==> config.mk <==
export PLATFORM = sky130hd
export DESIGN_NAME = ibex_rf_write_arbiter
export DESIGN_NICKNAME = d
export VERILOG_FILES = /design/src/rtl/ibex_rf_arb_pkg.sv /design/src/rtl/ibex_rr_arbiter.sv /design/src/rtl/ibex_rf_write_arbiter.sv
export SDC_FILE = /design/constraint.sdc
export NUM_CORES = 1
export LEC_CHECK = 0
export ABC_AREA = 1
export BUFFER_PORTS_ARGS = -buffer_cell sky130_fd_sc_hd__buf_2
export CAP_MARGIN = 20
export CORE_UTILIZATION = 30
export CTS_CLUSTER_DIAMETER = 120
export DETAILED_ROUTE_END_ITERATION = 7
export PLACE_DENSITY = 0.64
export SYNTH_ARGS = -nofsm -noshare
export SYNTH_HDL_FRONTEND = slang
export SYNTH_SLANG_ARGS = --single-unit
==> constraint.sdc <==
create_clock -name clk_i -period 1.35 [get_ports clk_i]
set_input_delay 0.27 -clock clk_i [delete_from_list [all_inputs] [get_ports clk_i]]
set_output_delay 0.27 -clock clk_i [all_outputs]
set_load 0.005 [all_outputs]
==> src/rtl/ibex_rf_arb_pkg.sv <==
`default_nettype none
// ============================================================================
// Module   : ibex_rf_arb_pkg
// Brief    : Shared constants, address-width helper and write-stage struct
//            for the register-file write arbiter.
// Revision : 1.0 - initial release
// ============================================================================
package ibex_rf_arb_pkg;

    localparam int unsigned RegAddrW  = 5;
    localparam int unsigned RegDataW  = 32;
    localparam int unsigned NumReqMax = 4;

    function automatic int unsigned addr_width(input bit rv32e);
        return rv32e ? 32'd4 : 32'd5;
    endfunction

    // The struct fixes the data width, so the arbiter's DataWidth must equal RegDataW.
    typedef struct packed {
        logic                we;
        logic [RegAddrW-1:0] waddr;
        logic [RegDataW-1:0] wdata;
    } rf_wr_t;

endpackage
`default_nettype wire

==> src/rtl/ibex_rr_arbiter.sv <==
`default_nettype none
// ============================================================================
// Module   : ibex_rr_arbiter
// Brief    : Combinational round-robin pick: first valid index at or after
//            rr_i, searching upward with wrap. Pointer lives in the parent.
// Revision : 1.0 - initial release
// ============================================================================
module ibex_rr_arbiter
    import ibex_rf_arb_pkg::*;
#(
    parameter int unsigned N = 2
) (
    input  logic [N-1:0]                 valid_i,
    input  logic [$clog2(NumReqMax)-1:0] rr_i,
    output logic [N-1:0]                 gnt_o,
    output logic [$clog2(NumReqMax)-1:0] gnt_idx_o
);

    localparam int unsigned c_IDX_W = $clog2(NumReqMax);

    always_comb begin
        gnt_o     = '0;
        gnt_idx_o = '0;
        // Walk from the farthest candidate back to rr_i so the nearest valid one sticks.
        for (int i = N - 1; i >= 0; i--) begin
            for (int j = 0; j < N; j++) begin
                if ((j == (int'(rr_i) + i) % N) && valid_i[j]) begin
                    gnt_o     = '0;
                    gnt_o[j]  = 1'b1;
                    gnt_idx_o = c_IDX_W'(j);
                end
            end
        end
    end

endmodule
`default_nettype wire

==> src/rtl/ibex_rf_write_arbiter.sv <==
`default_nettype none
// ============================================================================
// Module   : ibex_rf_write_arbiter
// Brief    : Round-robin sharing of the RF write port with a registered
//            output stage, a commit stage and read-port bypass.
// Revision : 1.0 - initial release
// ============================================================================
module ibex_rf_write_arbiter
    import ibex_rf_arb_pkg::*;
#(
    parameter int unsigned NumReq    = 2,
    parameter int unsigned DataWidth = 32,
    parameter bit          RV32E     = 1'b0
) (
    input  logic                          clk_i,
    input  logic                          rst_ni,
    input  logic [NumReq-1:0]             req_valid_i,
    output logic [NumReq-1:0]             req_ready_o,
    input  logic [NumReq*RegAddrW-1:0]    req_waddr_i,
    input  logic [NumReq*DataWidth-1:0]   req_wdata_i,
    output logic                          rf_we_o,
    output logic [RegAddrW-1:0]           rf_waddr_o,
    output logic [DataWidth-1:0]          rf_wdata_o,
    input  logic [RegAddrW-1:0]           raddr_a_i,
    input  logic [RegAddrW-1:0]           raddr_b_i,
    input  logic [DataWidth-1:0]          rf_rdata_a_i,
    input  logic [DataWidth-1:0]          rf_rdata_b_i,
    output logic [DataWidth-1:0]          rdata_a_o,
    output logic [DataWidth-1:0]          rdata_b_o,
    output logic                          illegal_waddr_o
);

    localparam int unsigned c_IDX_W  = $clog2(NumReqMax);
    localparam int unsigned c_ADDR_W = addr_width(RV32E);

    logic [c_IDX_W-1:0]   r_rr_q;
    rf_wr_t               r_out;
    rf_wr_t               r_commit;
    logic                 r_illegal;

    logic [NumReq-1:0]    w_gnt;
    logic [c_IDX_W-1:0]   w_gnt_idx;
    logic                 w_xfer;
    logic                 w_illegal;
    logic                 w_we;
    logic [RegAddrW-1:0]  w_sel_waddr;
    logic [DataWidth-1:0] w_sel_wdata;

    ibex_rr_arbiter #(
        .N (NumReq)
    ) u_rr_arbiter (
        .valid_i   (req_valid_i),
        .rr_i      (r_rr_q),
        .gnt_o     (w_gnt),
        .gnt_idx_o (w_gnt_idx)
    );

    assign req_ready_o = rst_ni ? w_gnt : '0;
    assign w_xfer      = |(req_valid_i & req_ready_o);

    always_comb begin
        w_sel_waddr = '0;
        w_sel_wdata = '0;
        for (int k = 0; k < NumReq; k++) begin
            if (w_gnt[k]) begin
                w_sel_waddr = req_waddr_i[k*RegAddrW +: RegAddrW];
                w_sel_wdata = req_wdata_i[k*DataWidth +: DataWidth];
            end
        end
    end

    // x0 and out-of-range RV32E writes still handshake but never reach the array.
    assign w_illegal = RV32E && w_sel_waddr[RegAddrW-1];
    assign w_we      = w_xfer && (w_sel_waddr != '0) && !w_illegal;

    always_ff @(posedge clk_i) begin
        if (!rst_ni) begin
            r_rr_q    <= '0;
            r_out     <= '0;
            r_commit  <= '0;
            r_illegal <= 1'b0;
        end else begin
            r_commit  <= r_out;
            r_out.we  <= w_we;
            r_illegal <= w_xfer && w_illegal;
            if (w_xfer) begin
                r_rr_q      <= c_IDX_W'((int'(w_gnt_idx) + 1) % NumReq);
                r_out.waddr <= w_sel_waddr;
                r_out.wdata <= w_sel_wdata;
            end
        end
    end

    assign rf_we_o         = r_out.we;
    assign rf_waddr_o      = r_out.waddr;
    assign rf_wdata_o      = r_out.wdata;
    assign illegal_waddr_o = r_illegal;

    // Output stage is newer than commit stage, so it is checked first.
    function automatic logic [DataWidth-1:0] bypass(
        input logic [RegAddrW-1:0]  raddr,
        input logic [DataWidth-1:0] raw,
        input rf_wr_t               out_st,
        input rf_wr_t               com_st
    );
        logic [c_ADDR_W-1:0] ra;
        ra = raddr[c_ADDR_W-1:0];
        if (out_st.we && (out_st.waddr[c_ADDR_W-1:0] == ra) && (ra != '0)) begin
            return out_st.wdata;
        end
        if (com_st.we && (com_st.waddr[c_ADDR_W-1:0] == ra) && (ra != '0)) begin
            return com_st.wdata;
        end
        return raw;
    endfunction

    assign rdata_a_o = bypass(raddr_a_i, rf_rdata_a_i, r_out, r_commit);
    assign rdata_b_o = bypass(raddr_b_i, rf_rdata_b_i, r_out, r_commit);

endmodule
`default_nettype wire
==> impl_metrics.yaml <==
setup_path:
  critPathBufInv: 4
  start_kind: "flop"
  worstRegToRegCells: 10
  crit_path_frequent_cell: "nand2_1"
  worst_ep_arrival_time_ns: 1.80
  endpoint_kind: "output port"
  r2r_slack_ns: -0.12
  crit_type: "reg -> out"
  cp.depth: 11
  slowest_delay_ns: 0.31
  path_cells: "inv_1 -> a21oi_1 -> nand2_1 -> nor2_4 -> buf_6 -> nand2_8 -> buf_12 -> nand2_1 -> nand3_2 -> nand2_1 -> buf_2"
  slowest_stage: "dfxtp_1"
  crit_path_max_fanout: 5
  cp.required_ns: 1.08
  cp_top_family: "simple AND/OR/NAND/NOR gates"
cells_and_area:
  drive_above_1_share: 0.461
  final_common_cell: "nand2_1"
  layout_common_cells: "282 x nand2_1, 253 x buf_2, 144 x inv_1"
  area_growth_syn_to_layout_pct: 71.1
  layout.cells.non_filler: 1421
  multiInputGateArea_sq_um: 3580
  nFillCells: 1708
  postLayoutCellArea_sq_um: 9030
  layout.area.seq_sq_um: 1560
  nNetsFinal: 1343
detailed_routing:
  wl_um: 24000
  wl_per_cell_um: 16.9
  dr.pass1.iters: 5
  ant_nets: 0
  vias_per_cell: 4.83
  vias: 6860
  drc: 0
  drtIter0Drc: 349
clocking:
  clkSinkCount: 77
  cts_tree: "yes"
  h-tree-depth: 3
  clock_latency_ns: 0.33
  cts_buffers: 9
  cts_buffer_depth: 2
  cts_root_buffer: "clkbuf_16"
  clk_pin_slew_ns: 0.06
  hold_buffers: 0
global_route:
  antenna_found_initial: 1
  grt_max_degree: 39
  grt_pass1_vias: 6078
  grtUsageTotal: 0.220
  grt-ovfl-total: 0
  grt_first_pass_wirelength_um: 31200
logic_synthesis:
  synthMuxAreaShare: 0
  netlist_instances: 899
  avgSynthCellArea_sq_um: 5.87
  synth.distinct_cells: 22
  synth-edff-count: 0
  synthAdderAreaFrac: 0
  ys_seq_elements: 77
  synth_top_family_by_area: "simple AND/OR/NAND/NOR gates"
  synth-xor-area-share: 0
  synth_flop_cell: "dfxtp_1"
  synth-seq-area-share: 0.292
  synth-async-reset-ratio: 0
  synthSimpleGateAreaFrac: 0.452
  syn_nets: 1051
  netlist_area_sq_um: 5280
  yosysWarnings: 0
  synth-compound-area-share: 0.0749
place:
  port-buffer-count: 255
  place_inst: 1364
  dp_hpwl_um: 13900
  gp_congestion: 0.884
  postPlaceCellArea_sq_um: 7090
power_and_ir_drop:
  max-vdd-ir-drop_v: 0.000666
  pwr_density_cell_nw_per_um2: 853
  leakage_nw: 5.24
timing:
  setup_viol: 100
  final.setup.worst_slack_ns: -0.722
  final.setup.tns_ns: -44.98
  min_period_ns: 2.07
  period_share: 1.53
  finalHoldViolations: 0
  fmax_mhz: 483
  skew_ns: 0.0105
  rsz0062_at_grt: "yes"
  slew_violations: 0
job:
  cap_violations: 0
min_path:
  worstHoldPathCells: 4
  hold_path.class: "in -> reg"
run_status:
  violations: "negative setup slack"
  outcome: "finished with violations"
die:
  std_cell_rows: 48
  die_y_um: 135
  core_sq_um: 17200
  die_area_sq_um: 18100
  start_util: 0.306
  die_w_um: 135
  pin_count: 257
path summary, 6_finish.rpt:
path                                             startpoint                           to
worst max-delay path                r_commit[37]$_SDFF_PN0_                rdata_a_o[23]
worst min-delay path                         req_valid_i[1]       r_rr_q[0]$_SDFFE_PN0P_
worst max register to register       r_rr_q[0]$_SDFFE_PN0P_  rf_wdata_o[10]$_SDFFE_PN0P_
worst min register to register  rf_wdata_o[22]$_SDFFE_PN0P_      r_commit[22]$_SDFF_PN0_
flip-flops by register name (all words and copies together) (netlist names):
register and cells:
rf_waddr_o 5, r_rr_q 1, rf_wdata_o 32, rf_we_o 1, r_commit 38
report_power, final:
group | leakage, nW | internal (mW) | switching (mW)
Sequential | 0.638 | 2.45 | 0.168
Combinational | 4.43 | 1.06 | 1.16
Clock | 0.172 | 1.90 | 0.975
per-layer routing:
| layer | vias to the layer above | wire length [um] | GRT usage |
|---|---|---|---|
| met3 | 33 | 1450 | 0.0300 |
| met1 | 3169 | 10100 | 0.281 |
| met4 | 0 | 461 | 0.0687 |
| li1 | 3390 | - | - |
| met5 | - | 0 | 0 |
| met2 | 268 | 12000 | 0.380 |
worst reg2reg max path: stages, from the launching register on:
cell	delay, ns
dfxtp_2	0.33
nand2_2	0.07
inv_2	0.05
nor2_4	0.12
nand2_2	0.08
buf_6	0.15
nand2_8	0.13
buf_12	0.12
buf_16	0.13
nand3_2	0.08
o211a_1	0.11
per-stage QoR:
| step | worst slack (ns) | power [mW] | hold WS (ns) | util |
|---|---|---|---|---|
| finish | -0.722 | 7.70 | 0.229 | 0.524 |
| global route | -0.793 | 8.07 | 0.250 | 0.524 |
| CTS | -0.674 | 7.29 | 0.220 | 0.453 |
| detailed placement | -0.393 | 4.31 | 0.461 | 0.411 |
| global placement | -0.391 | 4.29 | 0.454 | 0.411 |
| floorplan | -0.0307 | 3.49 | 0.420 | - |
what timing repair did:
| item | 4_1_cts | 5_1_grt |
|---|---|---|
| pin swaps | 31 | 39 |
| setup endpoints to repair | 99 | 103 |
| setup buffers | 5 | 13 |
| gates resized for setup | 53 | 170 |
| gates cloned | 4 | 19 |
kinds of logic after synthesis:
group,Yosys count
AND/OR/NAND/NOR,552
AO/OA/AOI/OAI,46
buffers and inverters,223
flip-flops,77
other,1
Yosys cell counts, types with 7 or more instances:
| master | n | share of area |
|---|---|---|
| a21oi_1 | 7 | 0.0066 |
| nand2_1 | 328 | 0.23 |
| buf_2 | 30 | 0.028 |
| nand3_1 | 202 | 0.19 |
| clkbuf_1 | 13 | 0.0092 |
| o211a_1 | 32 | 0.061 |
| buf_4 | 7 | 0.010 |
| dfxtp_1 | 77 | 0.29 |
| inv_2 | 14 | 0.010 |
| buf_6 | 7 | 0.015 |
| nor2_1 | 7 | 0.0050 |
| inv_1 | 151 | 0.11 |
cell type report:
type	instances	area share
multi-input combinational	600	0.396
sequential	77	0.173
inverter	165	0.0702
tap	225	0.0312
antenna	1	0.000277
clock inverter	4	0.0105
timing repair buffer	338	0.291
clock buffer	11	0.0280
Note: power is estimated with default switching activity, not from simulation.
